File: src/rtl/mem_port_arbiter_pkg.sv
// Shared definitions for the IF/MEM memory port arbiter.
//   arbState_t : FSM state encoding (IDLE = 0 ... D_WAIT = 4)
//   SIZE_*     : bus transfer size codes
//   PRIO_*     : encodings for the INST_PRIO tie-break parameter
package mem_port_arbiter_pkg;

  typedef enum logic [2:0] {
    IDLE   = 3'd0,
    I_ADDR = 3'd1,
    I_WAIT = 3'd2,
    D_ADDR = 3'd3,
    D_WAIT = 3'd4
  } arbState_t;

  localparam logic [1:0] SIZE_BYTE = 2'd0;
  localparam logic [1:0] SIZE_HALF = 2'd1;
  localparam logic [1:0] SIZE_WORD = 2'd2;

  localparam int PRIO_DATA = 0;  // data wins a same-cycle tie
  localparam int PRIO_INST = 1;  // instruction wins a same-cycle tie

endpackage

File: src/rtl/mem_arb_perf.sv
// Performance counters for the memory port arbiter (built only when
// MEM_ARB_PERF_EN is defined in the top).
// Ports:
//   clk, rst_n    : clock, asynchronous active-low reset
//   instOk/dataOk : completion pulses from the arbiter
//   memStall      : stall term driven to the hazard unit
//   perf*Cnt      : free-running 32-bit counters, wrap at 2^32
module mem_arb_perf (
  input  logic        clk,
  input  logic        rst_n,
  input  logic        instOk,
  input  logic        dataOk,
  input  logic        memStall,
  output logic [31:0] perfInstCnt,
  output logic [31:0] perfDataCnt,
  output logic [31:0] perfStallCnt
);

  always_ff @(posedge clk or negedge rst_n) begin
    if (!rst_n) begin
      perfInstCnt  <= '0;
      perfDataCnt  <= '0;
      perfStallCnt <= '0;
    end else begin
      if (instOk)   perfInstCnt  <= perfInstCnt + 32'd1;
      if (dataOk)   perfDataCnt  <= perfDataCnt + 32'd1;
      if (memStall) perfStallCnt <= perfStallCnt + 32'd1;
    end
  end

endmodule

File: src/rtl/mem_port_arbiter.sv
// Arbitrates one sram-like memory port between instruction fetch (IF) and
// load/store (MEM). One transaction outstanding at a time; read data is
// registered back to the requester with a one-cycle *_ok pulse.
// Optional feature macro: MEM_ARB_PERF_EN adds perf_inst_cnt,
// perf_data_cnt and perf_stall_cnt outputs.
// Ports:
//   clk, rst            : clock, asynchronous active-low reset
//   inst_*              : fetch request side (req/addr/flush in, rdata/ok out)
//   data_*              : load/store side (req/wr/size/addr/wdata in, rdata/ok out)
//   bus_*               : shared memory port (req/wr/size/addr/wdata out,
//                         addr_ok/data_ok/rdata in)
//   mem_stall           : stall term for the hazard unit
module mem_port_arbiter
  import mem_port_arbiter_pkg::*;
#(
  parameter int ADDR_W    = 32,
  parameter int DATA_W    = 32,
  parameter int INST_PRIO = PRIO_DATA
) (
  input  logic              clk,
  input  logic              rst,
  input  logic              inst_req,
  input  logic [ADDR_W-1:0] inst_addr,
  input  logic              inst_flush,
  output logic [DATA_W-1:0] inst_rdata,
  output logic              inst_ok,
  input  logic              data_req,
  input  logic              data_wr,
  input  logic [1:0]        data_size,
  input  logic [ADDR_W-1:0] data_addr,
  input  logic [DATA_W-1:0] data_wdata,
  output logic [DATA_W-1:0] data_rdata,
  output logic              data_ok,
  output logic              bus_req,
  output logic              bus_wr,
  output logic [1:0]        bus_size,
  output logic [ADDR_W-1:0] bus_addr,
  output logic [DATA_W-1:0] bus_wdata,
  input  logic              bus_addr_ok,
  input  logic              bus_data_ok,
  input  logic [DATA_W-1:0] bus_rdata,
`ifdef MEM_ARB_PERF_EN
  output logic [31:0]       perf_inst_cnt,
  output logic [31:0]       perf_data_cnt,
  output logic [31:0]       perf_stall_cnt,
`endif
  output logic              mem_stall
);

  arbState_t         state;
  logic              discard;
  logic              busReqQ;
  logic              busWrQ;
  logic [1:0]        busSizeQ;
  logic [ADDR_W-1:0] busAddrQ;
  logic [DATA_W-1:0] busWdataQ;
  logic              instOkQ;
  logic              dataOkQ;
  logic [DATA_W-1:0] instRdataQ;
  logic [DATA_W-1:0] dataRdataQ;

  // A requester whose ok pulse is high this cycle is dropping its req, so
  // it must not be granted again on the stale level.
  logic instElig, dataElig, grantInst, grantData;
  assign instElig  = inst_req & ~instOkQ;
  assign dataElig  = data_req & ~dataOkQ;
  assign grantInst = instElig & (~dataElig | (INST_PRIO == PRIO_INST));
  assign grantData = dataElig & ~grantInst;

  always_ff @(posedge clk or negedge rst) begin
    if (!rst) begin
      state      <= IDLE;
      discard    <= 1'b0;
      busReqQ    <= 1'b0;
      busWrQ     <= 1'b0;
      busSizeQ   <= '0;
      busAddrQ   <= '0;
      busWdataQ  <= '0;
      instOkQ    <= 1'b0;
      dataOkQ    <= 1'b0;
      instRdataQ <= '0;
      dataRdataQ <= '0;
    end else begin
      // NOTE: non-blocking assignments throughout, so every branch sees the
      // pre-edge values of the state and latched registers.
      instOkQ <= 1'b0;
      dataOkQ <= 1'b0;
      case (state)
        IDLE: begin
          discard <= 1'b0;
          if (grantInst) begin
            state     <= I_ADDR;
            busReqQ   <= 1'b1;
            busWrQ    <= 1'b0;
            busSizeQ  <= SIZE_WORD;
            busAddrQ  <= inst_addr;
            busWdataQ <= '0;
          end else if (grantData) begin
            state     <= D_ADDR;
            busReqQ   <= 1'b1;
            busWrQ    <= data_wr;
            busSizeQ  <= data_size;
            busAddrQ  <= data_addr;
            busWdataQ <= data_wdata;
          end
        end
        I_ADDR: begin
          // A flushed fetch still has to finish its address phase.
          if (inst_flush) discard <= 1'b1;
          if (bus_addr_ok) begin
            state   <= I_WAIT;
            busReqQ <= 1'b0;
          end
        end
        I_WAIT: begin
          if (bus_data_ok) begin
            state <= IDLE;
            if (!discard && !inst_flush) begin
              instRdataQ <= bus_rdata;
              instOkQ    <= 1'b1;
            end
          end else if (inst_flush) begin
            discard <= 1'b1;
          end
        end
        D_ADDR: begin
          if (bus_addr_ok) begin
            state   <= D_WAIT;
            busReqQ <= 1'b0;
          end
        end
        D_WAIT: begin
          if (bus_data_ok) begin
            state   <= IDLE;
            dataOkQ <= 1'b1;
            if (!busWrQ) dataRdataQ <= bus_rdata;
          end
        end
        default: state <= IDLE;
      endcase
    end
  end

  // The slave must not complete a transfer in the same cycle it accepts it.
  addrDataOverlap: assert property (@(posedge clk) disable iff (!rst)
    (((state == I_ADDR) || (state == D_ADDR)) && bus_addr_ok) |-> !bus_data_ok);

  assign bus_req    = busReqQ;
  assign bus_wr     = busWrQ;
  assign bus_size   = busSizeQ;
  assign bus_addr   = busAddrQ;
  assign bus_wdata  = busWdataQ;
  assign inst_ok    = instOkQ;
  assign inst_rdata = instRdataQ;
  assign data_ok    = dataOkQ;
  assign data_rdata = dataRdataQ;
  assign mem_stall  = (inst_req & ~instOkQ) | (data_req & ~dataOkQ);

`ifdef MEM_ARB_PERF_EN
  mem_arb_perf uPerf (
    .clk          (clk),
    .rst_n        (rst),
    .instOk       (instOkQ),
    .dataOk       (dataOkQ),
    .memStall     (mem_stall),
    .perfInstCnt  (perf_inst_cnt),
    .perfDataCnt  (perf_data_cnt),
    .perfStallCnt (perf_stall_cnt)
  );
`endif

endmodule

File: config.mk
export PLATFORM = sky130hd
export DESIGN_NAME = mem_port_arbiter
export DESIGN_NICKNAME = d
export VERILOG_FILES = /design/src/rtl/mem_port_arbiter_pkg.sv /design/src/rtl/mem_arb_perf.sv /design/src/rtl/mem_port_arbiter.sv
export SDC_FILE = /design/constraint.sdc
export NUM_CORES = 1
export LEC_CHECK = 0
export BUFFER_PORTS_ARGS = -buffer_cell sky130_fd_sc_hd__buf_2
export CAP_MARGIN = 20
export CORE_UTILIZATION = 41
export CTS_CLUSTER_DIAMETER = 120
export CTS_CLUSTER_SIZE = 25
export DETAILED_ROUTE_END_ITERATION = 10
export PLACE_DENSITY = 0.81
export SKIP_LAST_GASP = 1
export SLEW_MARGIN = 20
export SYNTH_ARGS = -nofsm -noshare
export SYNTH_HDL_FRONTEND = slang
export SYNTH_SLANG_ARGS = --single-unit
File: constraint.sdc
create_clock -name clk -period 1.9 [get_ports clk]
set_input_delay 0.095 -clock clk [delete_from_list [all_inputs] [get_ports clk]]
set_output_delay 0.095 -clock clk [all_outputs]
set_load 0.01 [all_outputs]
==> results of run 1 <==
-- logic make-up (layout without fill, tap and decap cells) --
family	after synthesis	count (layout)
DFF	138	138
other	0	2
muxes	65	65
xor gates and xnor gates	1	1
AOI/OAI and AO/OA	77	77
buffers and inverters	35	422
and+or+nand+nor	48	48
-- stage by stage --
stage / hold slack [ns] / worst slack, ns / instance area (µm²) / util, % / power (µW)
after CTS: 0.0100 / 0.0975 / 8600 / 67.4 / 13500
after global routing: 0.0257 / 0.0706 / 8610 / 67.4 / 14200
after detailed placement: 0.0397 / 0.0933 / 7000 / 54.8 / 10100
after global placement: 0.0350 / 0.149 / 7000 / 54.8 / 9840
final: 0.0267 / 0.120 / 8620 / 67.5 / 13400
after floorplan: -0.201 / 0.105 / 5430 / - / 7970
-- layout by cell type (no fill, tap or decap), types with 2 or more instances in the layout --
cell type      count
a22o_1            34
buf_12             5
buf_2            271
buf_4              6
clkbuf_16         17
clkbuf_8           4
clkinv_2           3
clkinv_4           2
clkinvlp_4         4
dfrtp_1          138
diode_2            2
dlygate4sd3_1    103
inv_1              4
mux2_2            64
nand2_1            3
nand2b_1           2
nor2_1             2
o21a_1             2
o221a_2           32
o31ai_1            3
or3_1             32
-- power by group through the flow --
stage | sequential, µW | clock [µW] | combinational, µW
after floorplan | 5650 | 0 | 2310
after global placement | 5000 | 0 | 4840
after detailed placement | 5080 | 0 | 5000
after CTS | 5060 | 3220 | 5170
after global routing | 5250 | 3340 | 5620
final | 5080 | 3160 | 5200
-- worst max-delay path: cells and delay by family, from the launching register on --
| family | cells | cell delay [ns] |
|---|---|---|
| compound gates | 1 | 0.14 |
| simple gates | 2 | 1.10 |
| flops | 1 | 0.42 |
-- state kept, by name (all words and copies together) (netlist names), 2 cells and up --
name,cells
data_rdata,32
inst_rdata,32
bus_size,2
bus_addr,32
bus_wdata,32
state,3
-- area by class of cell --
class	instances	area share, %
clock inverter	10	1.07
multi-input combinational	191	21.0
tap	172	2.50
inverter	4	0.174
sequential	138	40.1
clock buffer	22	5.62
antenna	2	0.0581
timing repair buffer	386	29.5
-- how the worst min path moves through the flow --
stage	start	endpoint	slack (ns)	cells after the start
floorplan	rst	bus_addr[0]$_DFFE_PN0P_	-0.20	0
global placement	rst	data_rdata[4]$_DFFE_PN0P_	0.03	1
detailed placement	rst	data_rdata[4]$_DFFE_PN0P_	0.04	1
CTS	data_addr[10]	bus_addr[10]$_DFFE_PN0P_	0.01	3
global route	data_addr[23]	bus_addr[23]$_DFFE_PN0P_	0.03	3
finish	data_addr[13]	bus_addr[13]$_DFFE_PN0P_	0.03	3
-- per-layer routing --
layer / vias up / global-route usage [%]
li1: 2125 / -
met1: 2291 / 23.7
met2: 204 / 43.6
met3: 37 / 6.02
met4: 0 / 11.9
met5: - / 0
-- timing repair --
item / 4_1_cts / 5_1_grt
hold buffers: 103 / 0
setup endpoints to repair: 0 / 26
gates resized for setup: 0 / 1
hold endpoints to repair: 218 / 0
==> run metrics, run 1 <==
Layout Nets=around 880; Vias per Instance=5.03; post-synthesis cell area=5430 µm²; cell with the most instances after synthesis=dfrtp_1; num ports=approximately 270; reg2reg path depth=3; RSZ-0062 raised after global routing=false; Yosys reg bits=138; post-DP HPWL=about 10000 µm; Gate power share=38.7%; Std-Cell Rows=41; sequential element share of the synthesized area=63.6%; Net Sw Power=4450 µW; xor-xnor portion of the synthesized cell area=less than 1%; global-route wire length before repair=~24000 µm; DIE AREA=13700 µm²; part of the cycle the worst path needs=93.7%; PortBufs=between 200 and 300; crit path from=state[1]$_DFFE_PN0P_; Seq pwr share=37.8%; Slowest cell on crit path=or4b_4; ranking of synthesized cells by area=dfrtp_1, mux2_2, o221a_2; max-slew violations=0; Mapped Nets=502; sw frac=33.1%; clk_skew=roughly 0.006 ns; placed cells=between 700 and 800; dominant synthesized flop cell=dfrtp_1; max_cap viols=0; core area=12800 µm²; Max FO, Critical Path=34; later-pin clock latency in the skew report=0.41 ns; Critical Path Sink Type=flop; synthesized area per cell=14.9 µm²; CTS tree=done; max layer used=met4; Syn-to-layout area delta=58.6%; Power Dens Cells=around 1600 nW/µm²; Peak VDD IR=around 750 µV; post-synth top area share=63.6%; asr flop ratio synth=100%; crit path time final=around 1.8 ns; Hold Path Class=in -> reg; critical path type=reg -> reg; Worst-path clk slew=0.06 ns; largest net degree at the start of global routing=55; post-synthesis adder-cell area fraction=0%; met3 WL post-DR=988 µm; Antenna Nets Post-Route=0; worst r2r dst=bus_addr[24]$_DFFE_PN0P_; Simple-Gate Fraction of Synth Area=5.69%; Initial Util=a little over two fifths; Pleak=0.00424 µW; GPL Wtd Cong=0.791; final routed DRC violation total=0; final hold violations=0; # setup viols final=0; Inserted Clock Buffers=17; met2 routed WL=8490 µm; final wirelength=16000 µm; post-route insts no fill=925; clk buf depth=2; Routed WL per cell=17.3 µm; GRT Total Usage=a little under a quarter; status=complete, no violations; largest family of logic cells by synthesized area=compound AO/OA/AOI/OAI gates; critical path arrival=around 2.1 ns; layout cells sized above 1=between 50 and 60%; clock power share=23.5%; Worst Tran Pin Value=0.464 ns; number of DRC markers in iteration 0=215; Sink Count=138; reg2reg setup slack=0.12 ns; number of enable flip-flop cells after synthesis=0; Worst EP required=between 2 and 2.5 ns; Setup TNS Final=0 ns; Post-Synthesis Cells=364; Slew HR=about 70%; Highest Clock Rate=562 MHz; H-tree Lvls=4; compound-gate portion of the synthesized area=a little over an eighth; Pre-Repair DR Iteration Count=4; postcts setup bufs=0; crit-path cells=or4b_4 -> or3_1 -> o221a_2; via count=4657; post-synth top area cell=dfrtp_1; Chip Height=117 µm; Netlist cell types=30; global route total overflow=0; Internal Power=8990 µW; clock tree root driver cell=clkbuf_16; Multi-input gate area=1810 µm²; RR Startpoint=state[1]$_DFFE_PN0P_; CP startpoint kind=flop; fill count=889; vias in the first global route=4837; initial antenna violation count=1; die width=117 µm; warning count from the yosys run=0; mux share of post-synthesis cell area=13.5%; most instantiated cells after synthesis=dfrtp_1, mux2_2, a22o_1; wl on met1=~6000 µm; largest stage delay on the critical path=0.70 ns; Seq. cell area=3450 µm²; Worst setup endpoint=bus_addr[24]$_DFFE_PN0P_
No activity file was read; power rests on OpenSTA's default activity.
==> run 2, diff against run 1 <==
ABC_AREA = 1   (was unset)
CORE_UTILIZATION = 42   (was 41)
==> run metrics, run 2 <==
post-DP HPWL=10800 µm; Post-Synthesis Cells=656; commonest cells after routing, fill and taps aside=nand2_1, buf_2, dfrtp_1; Layout Nets=1174; vias in the first global route=roughly 6.1k; Worst Tran Pin Value=0.594 ns; reg2reg setup slack=~0.16 ns; Slowest cell on crit path=dfrtp_1; Simple-Gate Fraction of Synth Area=20.6%; Worst EP required=about 2.3 ns; Critical Path Sink Type=flop; fill count=980; RSZ-0062 raised after global routing=false; largest net degree at the start of global routing=65; Yosys reg bits=138; die width=approximately 120 µm; Netlist cell types=20; cell with the most instances after synthesis=nand2_1; clk_skew=0.00919 ns; global-route wire length before repair=29100 µm; critical path arrival=about 2.1 ns; max-slew violations=0; global route total overflow=0; post-synthesis cell area=around 5700 µm²; dominant synthesized flop cell=dfrtp_1; DIE AREA=between 10000 and 15000 µm²; Max FO, Critical Path=28; crit-path cells=inv_1 -> nand2_1 -> nand2_1 -> inv_1 -> nor2_4 -> buf_4 -> o211ai_1 -> nand2_1; # setup viols final=0; synthesized area per cell=a little under 9 µm²; warning count from the yosys run=0; postcts setup bufs=0; Worst-path clk slew=around 0.060 ns; Hold Path Class=in -> reg; final hold violations=0; reg2reg path depth=8; final wirelength=18000 µm; CP startpoint kind=flop; layout cells sized above 1=between 30% and 40%; Total Power=roughly 13000 µW; most instantiated cells after synthesis=nand2_1, dfrtp_1, inv_1; Inserted Clock Buffers=17; Pleak=0.00516 µW; asr flop ratio synth=100%; Routed WL per cell=14.7 µm; core area=between 10000 and 15000 µm²; number of DRC markers in iteration 0=between 300 and 400; clk buf depth=2; Hold Crit Start=data_addr[7]; Mapped Nets=around 800; ranking of synthesized cells by area=dfrtp_1, nand2_1, inv_1; xor-xnor portion of the synthesized cell area=0%; Sink Count=approximately 140; most common cell after layout, fill and taps aside=nand2_1; sequential element share of the synthesized area=60.3%; Initial Util=43.1%; max_cap viols=0; Hold Crit Endpoint=bus_addr[7]$_DFFE_PN0P_; Seq. cell area=roughly 3500 µm²; PortBufs=272; crit-path most repeated cell=nand2_1; design area=approximately 9000 µm²; part of the cycle the worst path needs=91.7%; Peak VDD IR=799 µV; Chip Height=119 µm; Placement Cell Area=7240 µm²; Power Dens Cells=1460 nW/µm²; initial antenna violation count=0; Final Util=between 60 and 70%; Ant. Diodes=0; final routed DRC violation total=0; RR Startpoint=data_ok$_DFF_PN0_; Hold Crit Depth=5; Antenna Nets Post-Route=0; Highest Clock Rate=574 MHz; worst r2r dst=bus_addr[3]$_DFFE_PN0P_; H-tree Lvls=4; post-synth top area share=60.3%; Vias per Instance=4.81; CTS resizes=0; number of enable flip-flop cells after synthesis=0; later-pin clock latency in the skew report=approximately 0.41 ns; largest family of logic cells by synthesized area=simple AND/OR/NAND/NOR gates; via count=5898; CTS tree=done; status=complete, no violations; mux share of post-synthesis cell area=0%; largest stage delay on the critical path=0.40 ns; Syn-to-layout area delta=56.4%; clock tree root driver cell=clkbuf_16; Pre-Repair DR Iteration Count=6; crit path time final=1.74 ns; GRT Total Usage=26.4%; CP Buf/Inv Count=3; Std-Cell Rows=42; GPL Wtd Cong=0.854; post-synth top area cell=dfrtp_1; Slew HR=between 60% and 70%; compound-gate portion of the synthesized area=10.1%; post-synthesis adder-cell area fraction=0%; num ports=around 270; Top delay family on crit path=simple AND/OR/NAND/NOR gates; Setup TNS Final=0 ns; Multi-input gate area=1760 µm²; critical path type=reg -> reg
run 2: power by group:
group	switching (µW)	leakage, µW	total [µW]	internal, µW
clock network	1220	0.000301	3390	2170
registers	709	0.00175	4910	4200
logic	2840	0.00310	4760	1920
run 2: cells by family (layout without fill, tap and decap cells):
kind of cell    after synthesis  after routing
buf+inv                     113            506
compound gates              100            100
flops                       138            138
simple gates                305            305
run 2: worst max-delay path by stage:
stage                      startpoint                       end  slack (ns)  depth (start not counted)
floorplan           data_ok$_DFF_PN0_  bus_addr[26]$_DFFE_PN0P_        0.44                         10
global placement    data_ok$_DFF_PN0_  bus_addr[10]$_DFFE_PN0P_        0.28                          9
detailed placement  data_ok$_DFF_PN0_  bus_addr[28]$_DFFE_PN0P_        0.24                          9
CTS                 data_ok$_DFF_PN0_  bus_addr[26]$_DFFE_PN0P_        0.20                          8
global route        data_ok$_DFF_PN0_   bus_addr[3]$_DFFE_PN0P_        0.05                          8
finish              data_ok$_DFF_PN0_   bus_addr[3]$_DFFE_PN0P_        0.16                          8
run 2: area by class of cell:
| cell class | instances | area share (%) |
|---|---|---|
| Clock buffer | 22 | 5.29 |
| Clock inverter | 10 | 1.55 |
| Inverter | 80 | 3.35 |
| Multi-Input combinational cell | 405 | 19.7 |
| Sequential cell | 138 | 38.5 |
| Tap cell | 176 | 2.46 |
| Timing Repair Buffer | 394 | 29.1 |
run 2: worst min-delay path: stages:
cell	delay (ns)
buf_2	0.08
inv_1	0.03
nand2_1	0.05
o211ai_1	0.08
nand2_1	0.06
run 2: timing repair:
item | in CTS | in global routing
endpoints found under the hold margin | 185 | 0
hold buffers | 110 | 0
endpoints found under the setup margin | 0 | 0
run 2: metal layers:
metal	wire [µm]	up-vias	track usage, %
met4	731	0	14.4
met3	1030	68	7.05
li1	-	2788	-
met5	0	-	0
met1	7030	2758	29.2
met2	9240	284	46.2
run 2: per-stage QoR:
step	std cells	setup slack, ns	hold WS (ns)
3_5_place_dp	1083	0.244	0.0625
6_report	1225	0.158	0.0126
5_1_grt	1225	0.0512	0.0299
2_1_floorplan	656	0.437	-0.201
3_3_place_gp	1083	0.284	0.0639
4_1_cts	1225	0.202	0.00130
==> run 3, diff against run 2 <==
CORE_UTILIZATION = 46   (was 42)
PLACE_DENSITY = 0.84   (was 0.81)
clock period = 1.7 ns   (was 1.9 ns; I/O delays follow)
==> run metrics, run 3 (synthesis results as in run 2) <==
Std-Cell Rows=40; Sink Count=138; Hold Path Class=in -> reg; Syn-to-layout area delta=60.5%; critical path arrival=1.89 ns; CTS tree=done; Pre-Repair DR Iteration Count=5; Worst Tran Pin Value=0.547 ns; commonest cells after routing, fill and taps aside=nand2_1, buf_2, dfrtp_1; most common cell after layout, fill and taps aside=nand2_1; global route total overflow=0; H-tree Lvls=4; number of DRC markers in iteration 0=688; clk buf depth=2; design area=9200 µm²; Routed WL per cell=15.7 µm; num ports=273; largest net degree at the start of global routing=66; Total Power=15200 µW; Slew HR=63.5%; Pleak=0.00525 µW; Layout Nets=1188; Placement Cell Area=around 7300 µm²; later-pin clock latency in the skew report=0.42 ns; Chip Height=114 µm; Worst-path clk slew=~0.060 ns; final routed DRC violation total=0; GRT Total Usage=between 30% and 40%; vias in the first global route=between 6k and 7k; CP startpoint kind=flop; Vias per Instance=4.96; max_cap viols=0; Initial Util=47.5%; global-route wire length before repair=30100 µm; # setup viols final=0; final wirelength=19300 µm; Critical Path Sink Type=flop; reg2reg setup slack=0.16 ns; layout cells sized above 1=30.3%; post-DP HPWL=10500 µm; Antenna Nets Post-Route=0; fill count=752; part of the cycle the worst path needs=90.6%; clk_skew=0.00889 ns; reg2reg path depth=9; final hold violations=0; clock tree root driver cell=clkbuf_16; RSZ-0062 raised after global routing=false; Highest Clock Rate=649 MHz; Inserted Clock Buffers=17; status=complete, no violations; Setup TNS Final=0 ns; Final Util=76.2%; crit path time final=1.54 ns; hold_ws=around 0.022 ns; via count=6116; Hold Crit Depth=5; Max FO, Critical Path=46; Worst EP required=2.05 ns; core area=12100 µm²; critical path type=reg -> reg; initial antenna violation count=2; Power Dens Cells=1650 nW/µm²; Peak VDD IR=990 µV; DIE AREA=12900 µm²; PortBufs=272; die width=114 µm; max-slew violations=0; GPL Wtd Cong=0.840
==> run 3: changes by cell type in the layout (fill, tap and decap cells not counted), sizes merged <==
cell         previous run  this run
clkinvlp                1         3
bufinv                  3         7
clkinv                  4         2
inv                    82        80
dlygate4sd3           110       125
buf                   284       283
diode                   0         2
clkbuf                 22        19
==> run 3: final timing paths <==
| check | from | to |
|---|---|---|
| worst max-delay path | data_ok$_DFF_PN0_ | bus_addr[24]$_DFFE_PN0P_ |
| worst min-delay path | data_addr[4] | bus_addr[4]$_DFFE_PN0P_ |
| worst max register to register | data_ok$_DFF_PN0_ | bus_addr[24]$_DFFE_PN0P_ |
| worst min register to register | bus_wdata[10]$_DFFE_PN0P_ | bus_wdata[10]$_DFFE_PN0P_ |
| max in group asynchronous | rst | bus_addr[1]$_DFFE_PN0P_ |
| min in group asynchronous | rst | bus_wdata[14]$_DFFE_PN0P_ |
==> run 3: power by group <==
group	leakage (µW)	internal (µW)	switching, µW
Combinational	0.00317	2170	3270
Sequential	0.00175	4700	835
Clock	0.000319	2890	1350
==> run 3: repair_timing <==
item	4_1_cts	5_1_grt
setup endpoints to repair	0	2
endpoints found under the hold margin	186	0
hold buffers	125	0
resized for setup	0	2
buffers inserted	0	0
==> run 3: area by class of cell <==
class	count	area [µm²]	area share [%]
Antenna cell	2	5.00	0.0544
Clock inverter	12	246	2.68
Timing Repair Buffer	408	2780	30.3
Clock buffer	19	433	4.71
Multi-Input combinational cell	405	1760	19.2
Sequential cell	138	3450	37.6
Tap cell	168	210	2.29
Inverter	80	300	3.27
==> run 3: per-stage QoR <==
stage,worst slack [ns],std cells
6_report,0.160,1232
5_1_grt,0.0490,1232
4_1_cts,0.112,1230
3_5_place_dp,0.183,1074
3_3_place_gp,0.220,1074
2_1_floorplan,0.237,656
==> run 3: critical path, stage by stage, from the launching register on <==
cell     delay (ns)
dfrtp_1        0.35
inv_1          0.04
nand2_1        0.13
nand2_1        0.11
inv_1          0.13
nor2_4         0.05
inv_2          0.06
buf_6          0.31
nand2_1        0.17
nand2_1        0.11
==> run 3: per-layer routing <==
| metal | vias up | routed length, µm | GRT usage (%) |
|---|---|---|---|
| met1 | 2851 | 6880 | 32.4 |
| met4 | 0 | 985 | 19.9 |
| met2 | 362 | 10100 | 53.8 |
| met3 | 88 | 1350 | 9.25 |
| li1 | 2815 | - | - |
| met5 | - | 0 | 0 |
